$ cat src/rtl/nibble_serial_add_ctrl_if.sv
// Operand/result handshake bundle for the slice-serial adder.
// The master side issues operands and consumes results; the slave side is the adder.
interface nibble_serial_add_ctrl_if #(
    parameter int WIDTH = 16
);
    logic             in_valid;
    logic             in_ready;
    logic [WIDTH-1:0] A;
    logic [WIDTH-1:0] B;
    logic             Ci;
    logic             sub;
    logic             out_valid;
    logic             out_ready;
    logic [WIDTH-1:0] S;
    logic             Co;
    logic             Ovf;

    modport master (
        output in_valid, A, B, Ci, sub, out_ready,
        input  in_ready, out_valid, S, Co, Ovf
    );

    modport slave (
        input  in_valid, A, B, Ci, sub, out_ready,
        output in_ready, out_valid, S, Co, Ovf
    );
endinterface

$ cat src/rtl/nibble_serial_add_ctrl.sv
// WIDTH-bit add/subtract computed one SLICE-bit slice per clock on a single shared slice adder.
// Operands are accepted in IDLE, rippled through RUN, and the result is held in DONE until taken.
module nibble_serial_add_ctrl #(
    parameter int WIDTH = 16,
    parameter int SLICE = 4
) (
    input  logic                    clk,
    input  logic                    reset_n,
    nibble_serial_add_ctrl_if.slave bus
);
    localparam int NSLICE = WIDTH / SLICE;
    localparam int IDX_W  = (NSLICE > 1) ? $clog2(NSLICE) : 1;
    localparam logic [IDX_W-1:0] LAST_IDX = IDX_W'(NSLICE - 1);

    typedef enum logic [1:0] {
        IDLE = 2'd0,
        RUN  = 2'd1,
        DONE = 2'd2
    } state_t;

    state_t           state;
    state_t           state_nxt;
    logic [IDX_W-1:0] idx;
    logic             carry;
    logic [WIDTH-1:0] op_a;
    logic [WIDTH-1:0] op_b;
    logic [WIDTH-1:0] res;
    logic [WIDTH-1:0] res_nxt;
    logic [SLICE:0]   slice_sum;
    logic             accept;
    logic             last;
    logic             ovf_nxt;
    logic [WIDTH-1:0] s_q;
    logic             co_q;
    logic             ovf_q;

    // Zero-extended slice add; the MSB of the return value is the slice carry-out.
    function automatic logic [SLICE:0] slice_add(input logic [SLICE-1:0] a,
                                                 input logic [SLICE-1:0] b,
                                                 input logic             ci);
        return {1'b0, a} + {1'b0, b} + {{SLICE{1'b0}}, ci};
    endfunction

    always_comb begin
        state_nxt = state;
        accept    = 1'b0;
        last      = (idx == LAST_IDX);
        slice_sum = slice_add(op_a[idx*SLICE +: SLICE], op_b[idx*SLICE +: SLICE], carry);
        res_nxt   = res;
        res_nxt[idx*SLICE +: SLICE] = slice_sum[SLICE-1:0];
        ovf_nxt   = (op_a[WIDTH-1] == op_b[WIDTH-1]) && (res_nxt[WIDTH-1] != op_a[WIDTH-1]);
        case (state)
            IDLE: begin
                if (bus.in_valid) begin
                    accept    = 1'b1;
                    state_nxt = RUN;
                end
            end
            RUN: begin
                if (last) state_nxt = DONE;
            end
            DONE: begin
                if (bus.out_ready) state_nxt = IDLE;
            end
            default: state_nxt = IDLE;
        endcase
    end

    // Control, carry and visible result registers.
    always_ff @(posedge clk or negedge reset_n) begin
        if (!reset_n) begin
            state <= IDLE;
            idx   <= '0;
            carry <= 1'b0;
            s_q   <= '0;
            co_q  <= 1'b0;
            ovf_q <= 1'b0;
        end else begin
            state <= state_nxt;
            if (accept) begin
                idx   <= '0;
                carry <= bus.sub ? 1'b1 : bus.Ci;
            end else if (state == RUN) begin
                carry <= slice_sum[SLICE];
                if (last) begin
                    s_q   <= res_nxt;
                    co_q  <= slice_sum[SLICE];
                    ovf_q <= ovf_nxt;
                end else begin
                    idx <= idx + 1'b1;
                end
            end
        end
    end

    // Operand and partial-result storage; only meaningful once an operation is accepted.
    always_ff @(posedge clk) begin
        if (accept) begin
            op_a <= bus.A;
            op_b <= bus.sub ? ~bus.B : bus.B;
        end else if (state == RUN) begin
            res <= res_nxt;
        end
    end

    assign bus.in_ready  = (state == IDLE);
    assign bus.out_valid = (state == DONE);
    assign bus.S         = s_q;
    assign bus.Co        = co_q;
    assign bus.Ovf       = ovf_q;
endmodule
$ cat src/flat_wrapper.sv
// flat-port wrapper written by rule: the top's interface ports become plain ports
module nibble_serial_add_ctrl_flat 
#(
    parameter int WIDTH = 16,
    parameter int SLICE = 4
)
  (clk, reset_n, bus_in_valid, bus_A, bus_B, bus_Ci, bus_sub, bus_out_ready, bus_in_ready, bus_out_valid, bus_S, bus_Co, bus_Ovf);
  nibble_serial_add_ctrl_if #(.WIDTH(WIDTH)) bus_i ();
  input  logic clk;
  input  logic reset_n;
  input wire logic [$bits(bus_i.in_valid)-1:0] bus_in_valid;
  input wire logic [$bits(bus_i.A)-1:0] bus_A;
  input wire logic [$bits(bus_i.B)-1:0] bus_B;
  input wire logic [$bits(bus_i.Ci)-1:0] bus_Ci;
  input wire logic [$bits(bus_i.sub)-1:0] bus_sub;
  input wire logic [$bits(bus_i.out_ready)-1:0] bus_out_ready;
  output wire logic [$bits(bus_i.in_ready)-1:0] bus_in_ready;
  output wire logic [$bits(bus_i.out_valid)-1:0] bus_out_valid;
  output wire logic [$bits(bus_i.S)-1:0] bus_S;
  output wire logic [$bits(bus_i.Co)-1:0] bus_Co;
  output wire logic [$bits(bus_i.Ovf)-1:0] bus_Ovf;
  assign bus_i.in_valid = bus_in_valid;
  assign bus_i.A = bus_A;
  assign bus_i.B = bus_B;
  assign bus_i.Ci = bus_Ci;
  assign bus_i.sub = bus_sub;
  assign bus_i.out_ready = bus_out_ready;
  assign bus_in_ready = bus_i.in_ready;
  assign bus_out_valid = bus_i.out_valid;
  assign bus_S = bus_i.S;
  assign bus_Co = bus_i.Co;
  assign bus_Ovf = bus_i.Ovf;
  nibble_serial_add_ctrl #(.WIDTH(WIDTH), .SLICE(SLICE)) u_core (.clk(clk), .reset_n(reset_n), .bus(bus_i));
endmodule
$ cat config.mk
export PLATFORM = sky130hd
export DESIGN_NAME = nibble_serial_add_ctrl_flat
export DESIGN_NICKNAME = d
export VERILOG_FILES = /design/src/rtl/nibble_serial_add_ctrl_if.sv /design/src/rtl/nibble_serial_add_ctrl.sv /design/src/flat_wrapper.sv
export SDC_FILE = /design/constraint.sdc
export NUM_CORES = 1
export LEC_CHECK = 0
export ABC_AREA = 1
export CAP_MARGIN = 20
export CORE_MARGIN = 2
export CORE_UTILIZATION = 49
export CTS_CLUSTER_SIZE = 24
export DETAILED_ROUTE_END_ITERATION = 10
export PLACE_DENSITY = 0.75
export SKIP_LAST_GASP = 1
export SYNTH_ARGS = -nofsm -noshare
export SYNTH_HDL_FRONTEND = slang
export SYNTH_SLANG_ARGS = --single-unit
$ cat constraint.sdc
create_clock -name clk -period 6.22 [get_ports clk]
set_input_delay 1.244 -clock clk [delete_from_list [all_inputs] [get_ports clk]]
set_output_delay 1.244 -clock clk [all_outputs]
set_load 0.02 [all_outputs]
==> flow_summary.toml, run 1 <==
[sta]
number_of_max_slew_violations_in_the_final_report = 0
rsz_0062_raised_after_global_routing = "false"
slew-limit-headroom = 0.423
fin_setup_tns_ns = 0
timing.fmax_mhz = 310
fin_skew_ns = 0.00847
final_period_minus_worst_setup_slack_ns = 3.23
finalSetupViolCount = 0
hold_viol = 0
period_share = 0.519
tightestPinTransition_ns = 0.863

[placed_design]
gp_congestion = 0.870
final_hpwl_from_detailed_placement_mm = 4.48
io_buffer_count = 57

[synth]
syn_area_sq_mm = 0.00323
seq_area_frac_synth = 0.625
cell_type_contributing_the_most_total_cell_area_after_synthesis = "sky130_fd_sc_hd__edfxtp_1"
postSynthRegisterBits = 71
dominant_cells_by_area_after_synthesis = "sky130_fd_sc_hd__edfxtp_1, sky130_fd_sc_hd__dfrtp_1, sky130_fd_sc_hd__nand2_1"
post_synth_inst_count = 296
synth_fp_nets = 345
synthDominantCellAreaShare = 0.447
synth_cell_type_count = 24
ys_warn_count = 0
avgSynthCellArea_sq_um = 10.9

[worst_setup_path]
required_ns = 6.50
critPathArrivalTime_ns = 3.51
critPathCaptureType = "register"
critPathLaunch = "u_core.idx[0]"
timing.critical_path.from_type = "register"
cp-endpoint = "u_core.bus.S[13]"
timing_worst_setup_path_type = "register to register"
ff2ff_setup_slack_ns = 2.99
critPathMaxFanout = 25
timing.rr.start = "u_core.idx[0]"
worst-r2r-cell-count = 11
timing.rr.end = "u_core.bus.S[13]"

[grt]
global_route.overflow_total = 0
grt_pass1_wl_mm = 10.4
grt_antenna_before_repair = 0
maximum_number_of_pins_on_one_net_before_global_route_repair = 34
groute.usage.overall = 0.189
grt_pass1_vias = 2227

[clock_network]
clockBufferDepth = 2
post_cts.repair.setup_buffers = 0
cts_sinks = 71
tritoncts = "built"
ctsHtreeMaxLevel = 3
holdBufCountCts = 0
clk_pin_slew_ns = 0.07
numCtsBuffers = 9
worstSkewPairLatency_ns = 0.34
cts_root_buf = "sky130_fd_sc_hd__clkbuf_8"
ctsResizeCount = 0

[flow_run]
maxCapViolations = 0

[die]
die_width_um = 85.1
chipHeight_um = 85.1
rows = 29
placeableCoreArea_sq_mm = 0.00635
initial_utilization = 0.508
pin_count = 58
fp.dieArea_sq_mm = 0.00725

[cells_and_area]
num_antenna_cells = 0
final_common_cell = "sky130_fd_sc_hd__nand2_1"
layout.cells.most_common_list = "sky130_fd_sc_hd__nand2_1, sky130_fd_sc_hd__clkdlybuf4s50_1, sky130_fd_sc_hd__edfxtp_1, sky130_fd_sc_hd__inv_1, sky130_fd_sc_hd__dfrtp_1"
flow.area_growth_from_synthesis_pct = 26.8
fraction_of_layout_instances_using_a_drive_strength_above_1 = 0.0608
core_occupancy_in_the_finished_layout = 0.644
nNetsFinal = 406
num-fill-cells = 527

[detailed_routing]
dr.pass1.iters = 4
route.final.wire_length_mm = 6.54
antenna_violating_nets_post_route = 0
first_iter_violations = 152
drt-wirelength-per-cell_um = 14.9
drt_drc_violations_left = 0
avgViaCountPerCell = 5.18
routed-via-count = 2274

[power_and_ir_drop]
power_density_mw_per_mm2 = 536
worst_ir_drop_vdd_uv = 268
power.static_leakage_nw = 1.73

[run_status]
run_status = "complete, no violations"

[min_path]
kind_of_path_behind_the_tightest_hold_check = "register to register"
[kinds of logic after synthesis]
group	Yosys count	share of synthesized area
compound gates	46	0.0850
xor+xnor	17	0.0462
fa+ha+maj	11	0.0473
buf+inv	41	0.0551
flops	71	0.625
simple gates	110	0.141
[layout make-up]
type                            instances  area, sq um  area share
Clock buffer                           13          170      0.0416
Clock inverter                          3         38.8     0.00949
Tap cell                               77         96.3      0.0236
Sequential cell                        71         2020       0.493
Multi-Input combinational cell        184         1030       0.252
Inverter                               32          123      0.0300
Timing Repair Buffer                   59          613       0.150
[routing by layer]
metal	GRT usage	vias up	part of all wire
li1	-	1118	-
met1	0.224	1059	0.42
met2	0.322	83	0.50
met3	0.0584	14	0.055
met4	0.0779	0	0.022
met5	0	-	0
[Yosys cell counts (all sizes together)]
library cell / count
a32oi: 2
clkbuf: 2
nand3: 9
dfrtp: 23
o31ai: 2
or2: 1
nand4: 2
nand2: 77
buf: 7
a21oi: 4
inv: 32
o22ai: 16
edfxtp: 48
xor2: 17
fa: 2
o32ai: 3
ha: 9
o21ai: 19
nor2: 21
[power by group]
part / total (mW) / internal [mW] / switching [mW]
sequential: 0.819 / 0.720 / 0.0990
clock: 0.382 / 0.219 / 0.163
combinational: 0.990 / 0.374 / 0.617
total: 2.19 / 1.31 / 0.879
[worst max-delay path, stage by stage, from the launching register on]
cell                      delay (ns)
sky130_fd_sc_hd__dfrtp_1        0.88
sky130_fd_sc_hd__inv_2          0.35
sky130_fd_sc_hd__o21ai_0        0.27
sky130_fd_sc_hd__o22ai_1        0.14
sky130_fd_sc_hd__fa_1           0.42
sky130_fd_sc_hd__inv_1          0.09
sky130_fd_sc_hd__fa_1           0.44
sky130_fd_sc_hd__nor2_1         0.11
sky130_fd_sc_hd__nand2_1        0.07
sky130_fd_sc_hd__o21ai_0        0.25
sky130_fd_sc_hd__nand2_1        0.07
sky130_fd_sc_hd__nand2_1        0.06
[how the worst min path moves through the flow]
stage | startpoint | end | cells past startpoint
global route | u_core.bus.S[7] | u_core.bus.S[7] | 2
detailed placement | u_core.bus.S[1] | u_core.bus.S[1] | 2
floorplan | u_core.state[0] | u_core.state[1] | 1
CTS | u_core.bus.S[1] | u_core.bus.S[1] | 2
finish | u_core.bus.S[7] | u_core.bus.S[7] | 2
global placement | u_core.bus.S[12] | u_core.bus.S[12] | 2
[metrics by stage]
stage	worst slack (ns)	std cells	hold slack, ns	power, mW	instance area [sq um]
floorplan	3.75	296	0.492	1.48	3230
global placement	3.20	421	0.464	1.75	3840
detailed placement	3.03	421	0.465	1.79	3840
CTS	3.06	437	0.485	2.18	4050
global route	2.73	439	0.501	2.32	4090
finish	2.99	439	0.477	2.19	4090
[sequential cells by signal (all words and copies together), names as in the netlist]
name and count:
u_core.state 2, u_core.bus.Ovf 1, u_core.bus.Co 1, u_core.idx 2
u_core.carry 1, u_core.bus.S 16, u_core.op_b 16, u_core.res 16
u_core.op_a 16
No activity file was read; power rests on OpenSTA's default activity.
==> run 2, diff against run 1 <==
- CORE_UTILIZATION: 49 -> 47
- clock period: 6.22 -> 2.8 ns (I/O delays scaled with it)
==> run 2 against run 1 <==
Compared with the run above:
- worst hold slack barely moved
- wire length fell by 4.3%
- combinational power rose by 130%
- largest power group unchanged
==> flow_summary.toml, run 2 (synthesis results as in run 1) <==
[run_status]
run_status = "complete, no violations"

[die]
fp.dieArea_sq_mm = 0.00754
initial_utilization = 0.480
pin_count = 58
placeableCoreArea_sq_mm = 0.00672
die_width_um = 86.8
chipHeight_um = 86.8
rows = 30

[cells_and_area]
nNetsFinal = 411
fraction_of_layout_instances_using_a_drive_strength_above_1 = 0.0763
layout.cells.most_common_list = "sky130_fd_sc_hd__nand2_1, sky130_fd_sc_hd__clkdlybuf4s50_1, sky130_fd_sc_hd__edfxtp_1, sky130_fd_sc_hd__inv_1, sky130_fd_sc_hd__dfrtp_1"
multi_input_area_sq_mm = 0.00103
num-fill-cells = 564
final_common_cell = "sky130_fd_sc_hd__nand2_1"
flow.area_growth_from_synthesis_pct = 27.6
layout.cell_area.non_filler_sq_mm = 0.00412
num_antenna_cells = 0
area.sequential_sq_mm = 0.00202

[grt]
grt_util_met2 = 0.325
globalRouteMet3Util = 0.0486
grt_antenna_before_repair = 0
gr-usage-met1 = 0.216
globalRoute.busiestLayer = "met2"
grt_pass1_wl_mm = 10.8
grt_pass1_vias = 2446
maximum_number_of_pins_on_one_net_before_global_route_repair = 34
groute.usage.overall = 0.189
global_route.overflow_total = 0

[worst_setup_path]
critical_path_buf_inv_count = 3
timing.critical_path.slowest_stage_cell = "sky130_fd_sc_hd__fa_1"
critPathTopFamily = "adder cells"
critical_path.most_common_cell = "sky130_fd_sc_hd__nand2_1"
critPathCaptureType = "register"
critPathLaunch = "u_core.idx[0]"
timing.rr.start = "u_core.idx[0]"
timing.critical_path.from_type = "register"
crit_path_max_incr_delay_ns = 0.47
timing_worst_setup_path_type = "register to register"
critPathArrivalTime_ns = 2.61
critical_path.cell_chain = "inv_4 -> buf_4 -> nand2_1 -> a32oi_1 -> inv_1 -> fa_1 -> xor2_1 -> nor2_1 -> nand2_1 -> o21ai_0"
critPathMaxFanout = 16
required_ns = 2.88

[detailed_routing]
antenna_violating_nets_post_route = 0
drt_drc_violations_left = 0
drt-wirelength-per-cell_um = 14.0
dr.pass1.iters = 4
avgViaCountPerCell = 5.11
route.final.wire_length_mm = 6.26
routed-via-count = 2286
first_iter_violations = 144

[clock_network]
worstSkewPairLatency_ns = 0.35
ctsHtreeMaxLevel = 3
cts_sinks = 71
tritoncts = "built"
clockBufferDepth = 2
numCtsBuffers = 9
clk_pin_slew_ns = 0.07
cts_root_buf = "sky130_fd_sc_hd__clkbuf_8"
holdBufCountCts = 0

[placed_design]
detailed_place.area_sq_mm = 0.00389
pre_cts_ws_ns = 0.227
gp_congestion = 0.845
final_hpwl_from_detailed_placement_mm = 4.58
io_buffer_count = 57

[min_path]
kind_of_path_behind_the_tightest_hold_check = "register to register"
min-delay-start = "u_core.bus.S[7]"

[power_and_ir_drop]
power_density_mw_per_mm2 = 1190
comb_power_share = 0.464
power.static_leakage_nw = 1.75
power.internal_mw = 2.97
switching_power_mw = 1.94
seq_power_share = 0.357
power_switching_share = 0.395
worst_ir_drop_vdd_uv = 444
power.clock.fraction = 0.179

[sta]
fin_skew_ns = 0.00885
hold_viol = 0
slew-limit-headroom = 0.432
setup_slack_ns = 0.271
tightestPinTransition_ns = 0.849
finalSetupViolCount = 0
fin_setup_tns_ns = 0
number_of_max_slew_violations_in_the_final_report = 0
period_share = 0.903
final_period_minus_worst_setup_slack_ns = 2.53
rsz_0062_raised_after_global_routing = "false"
timing.fmax_mhz = 395

[flow_run]
maxCapViolations = 0
==> run 2: metal layers <==
metal  vias up  share of wire
met2        71           0.51
met5         -              0
li1       1130              -
met1      1069           0.42
met4         0          0.027
met3        16          0.046
==> run 2: path summary, 6_finish.rpt <==
kind / slack [ns] / end / cells past startpoint
worst max-delay path: 0.27 / u_core.res[14] / 10
worst min register to register: 0.48 / u_core.bus.S[7] / 2
max in group asynchronous: 1.99 / u_core.bus.Ovf / 2
worst max register to register: 0.27 / u_core.res[14] / 10
worst min-delay path: 0.48 / u_core.bus.S[7] / 2
min in group asynchronous: 0.57 / u_core.bus.S[13] / 2
==> run 2: final cells by class <==
class / instances / share of cell area
tap: 80 / 0.0243
inverter: 32 / 0.0304
clock inverter: 2 / 0.00851
sequential: 71 / 0.490
clock buffer: 14 / 0.0447
timing repair buffer: 64 / 0.151
multi-input combinational: 184 / 0.251
==> run 2: power groups by stage <==
stage	logic, mW	registers (mW)	clock network (mW)
2_1_floorplan	1.41	1.88	0
3_3_place_gp	2.19	1.77	0
3_5_place_dp	2.27	1.78	0
4_1_cts	2.28	1.76	0.893
5_1_grt	2.54	1.80	0.941
6_report	2.28	1.76	0.878
==> run 2: repair_timing <==
item | 4_1_cts | 5_1_grt
endpoints found under the setup margin | 0 | 1
hold endpoints to repair | 0 | 0
resized for setup | 0 | 1
setup buffers | 0 | 0
==> run 2: per-stage QoR <==
step | util | total power [mW] | cells | hold WS, ns
finish | 0.612 | 4.92 | 447 | 0.478
global route | 0.612 | 5.28 | 447 | 0.511
CTS | 0.612 | 4.93 | 447 | 0.485
detailed placement | 0.580 | 4.05 | 431 | 0.465
global placement | 0.580 | 3.96 | 431 | 0.464
floorplan | - | 3.29 | 296 | 0.264
==> run 2: tightest hold or removal path, cell delays in order, from the launching register on <==
cell,delay (ns)
sky130_fd_sc_hd__dfrtp_1,0.35
sky130_fd_sc_hd__nand2_1,0.05
sky130_fd_sc_hd__nand2_1,0.05
==> run 3, diff against run 2 <==
- CAP_MARGIN: 20 -> 0
- CORE_MARGIN: 2 -> 5
- SETUP_SLACK_MARGIN: default -> 0.02
==> run 3 against run 2 <==
Compared with the run above:
- combinational power about the same
- largest cell class unchanged
- die area is 14% higher
- worst hold slack barely moved
- largest power group unchanged
- critical endpoint is now u_core.bus.S[9]
==> flow_summary.toml, run 3 (synthesis results as in run 1) <==
[clock_network]
tritoncts = "built"
cts_sinks = 71
clockBufferDepth = 2
numCtsBuffers = 9
post_cts.repair.setup_buffers = 0
worstSkewPairLatency_ns = 0.34
ctsResizeCount = 0
cts_root_buf = "sky130_fd_sc_hd__clkbuf_8"
clk_pin_slew_ns = 0.07
ctsHtreeMaxLevel = 3
holdBufCountCts = 0

[cells_and_area]
fraction_of_layout_instances_using_a_drive_strength_above_1 = 0.0685
num_antenna_cells = 0
layout.cells.most_common_list = "sky130_fd_sc_hd__nand2_1, sky130_fd_sc_hd__clkdlybuf4s50_1, sky130_fd_sc_hd__edfxtp_1, sky130_fd_sc_hd__inv_1, sky130_fd_sc_hd__dfrtp_1"
final_common_cell = "sky130_fd_sc_hd__nand2_1"
area.sequential_sq_mm = 0.00202
nNetsFinal = 409
core_occupancy_in_the_finished_layout = 0.604
flow.area_growth_from_synthesis_pct = 25.8
final_cells = 445
multi_input_area_sq_mm = 0.00103
num-fill-cells = 582

[sta]
final_period_minus_worst_setup_slack_ns = 2.58
tightestPinTransition_ns = 0.857
timing.fmax_mhz = 387
fin_setup_tns_ns = 0
period_share = 0.923
number_of_max_slew_violations_in_the_final_report = 0
hold_viol = 0
fin_skew_ns = 0.00584
rsz_0062_raised_after_global_routing = "false"
finalSetupViolCount = 0
slew-limit-headroom = 0.427

[worst_setup_path]
critPathTopFamily = "adder cells"
critPathMaxFanout = 24
critPathArrivalTime_ns = 2.86
required_ns = 3.07
critical_path.cell_chain = "buf_4 -> o21ai_0 -> o22ai_1 -> fa_1 -> inv_1 -> fa_1 -> o32ai_1 -> nand2_1 -> nand2_1"
critical_path_buf_inv_count = 2
timing.critical_path.from_type = "register"
critPathCaptureType = "register"
timing_worst_setup_path_type = "register to register"
timing.critical_path.slowest_stage_cell = "sky130_fd_sc_hd__fa_1"
crit_path_max_incr_delay_ns = 0.47

[placed_design]
dpl.cell_count = 429
io_buffer_count = 57
final_hpwl_from_detailed_placement_mm = 4.66
gp_congestion = 0.902

[flow_run]
maxCapViolations = 0

[grt]
groute.usage.overall = 0.161
grt_pass1_vias = 2311
grt_antenna_before_repair = 0
global_route.overflow_total = 0
maximum_number_of_pins_on_one_net_before_global_route_repair = 34
grt_pass1_wl_mm = 10.7

[detailed_routing]
dr.pass1.iters = 4
avgViaCountPerCell = 5.04
drt-wirelength-per-cell_um = 14.2
first_iter_violations = 135
drt_drc_violations_left = 0
route.final.wire_length_mm = 6.33
routed-via-count = 2245
antenna_violating_nets_post_route = 0

[die]
pin_count = 58
die_width_um = 92.8
initial_utilization = 0.480
placeableCoreArea_sq_mm = 0.00672
chipHeight_um = 92.8
rows = 30
fp.dieArea_sq_mm = 0.00862

[run_status]
run_status = "complete, no violations"

[min_path]
kind_of_path_behind_the_tightest_hold_check = "register to register"

[power_and_ir_drop]
power_density_mw_per_mm2 = 1170
worst_ir_drop_vdd_uv = 443
power.static_leakage_nw = 1.73
==> run 3: cell count changes in the layout (fill, tap and decap cells not counted), sizes merged <==
cell / before / now
clkbuf: 14 / 11
clkinv: 1 / 4
buf: 7 / 5
==> run 3: path summary, 6_finish.rpt <==
check,startpoint,endpoint,slack [ns],depth (start not counted)
min reg2reg,u_core.bus.S[7],u_core.bus.S[7],0.48,2
max in group asynchronous,reset_n,u_core.state[1],2.00,2
min in group asynchronous,reset_n,u_core.bus.S[14],0.57,2
max reg2reg,u_core.idx[0],u_core.bus.S[9],0.22,9
min,u_core.bus.S[7],u_core.bus.S[7],0.48,2
max,u_core.idx[0],u_core.bus.S[9],0.22,9
==> run 3: worst register-to-register path, stage by stage, from the launching register on <==
cell                      delay (ns)
sky130_fd_sc_hd__dfrtp_1        0.39
sky130_fd_sc_hd__buf_4          0.22
sky130_fd_sc_hd__o21ai_0        0.18
sky130_fd_sc_hd__o22ai_1        0.11
sky130_fd_sc_hd__fa_1           0.44
sky130_fd_sc_hd__inv_1          0.09
sky130_fd_sc_hd__fa_1           0.47
sky130_fd_sc_hd__o32ai_1        0.44
sky130_fd_sc_hd__nand2_1        0.11
sky130_fd_sc_hd__nand2_1        0.09
==> run 3: layer usage <==
metal,GRT usage,vias up,routed length (um),part of all wire
met3,0.0357,10,287,0.045
met2,0.277,60,3250,0.51
met5,0,-,0,0
li1,-,1128,-,-
met4,0.0916,0,101,0.016
met1,0.183,1047,2690,0.42
==> run 3: power by group <==
group	total (mW)	switching, mW	internal [mW]
clock	0.757	0.353	0.404
combinational	2.25	1.41	0.837
sequential	1.75	0.150	1.60
total	4.76	1.92	2.84
==> run 3: final cells by class <==
| class | count | share of cell area |
|---|---|---|
| Clock buffer | 11 | 0.0324 |
| Clock inverter | 5 | 0.0120 |
| Inverter | 32 | 0.0302 |
| Multi-Input combinational cell | 184 | 0.254 |
| Sequential cell | 71 | 0.497 |
| Tap cell | 80 | 0.0247 |
| Timing Repair Buffer | 62 | 0.150 |
==> run 3: metrics by stage <==
stage          hold slack (ns)  power, mW  setup WS [ns]  instance area [sq um]
2_1_floorplan            0.264       3.29          0.330                   3230
3_3_place_gp             0.463       3.94          0.359                   3880
3_5_place_dp             0.465       4.03          0.237                   3880
4_1_cts                  0.483       4.80          0.218                   4060
5_1_grt                  0.513       5.12         0.0259                   4060
6_report                 0.478       4.76          0.215                   4060
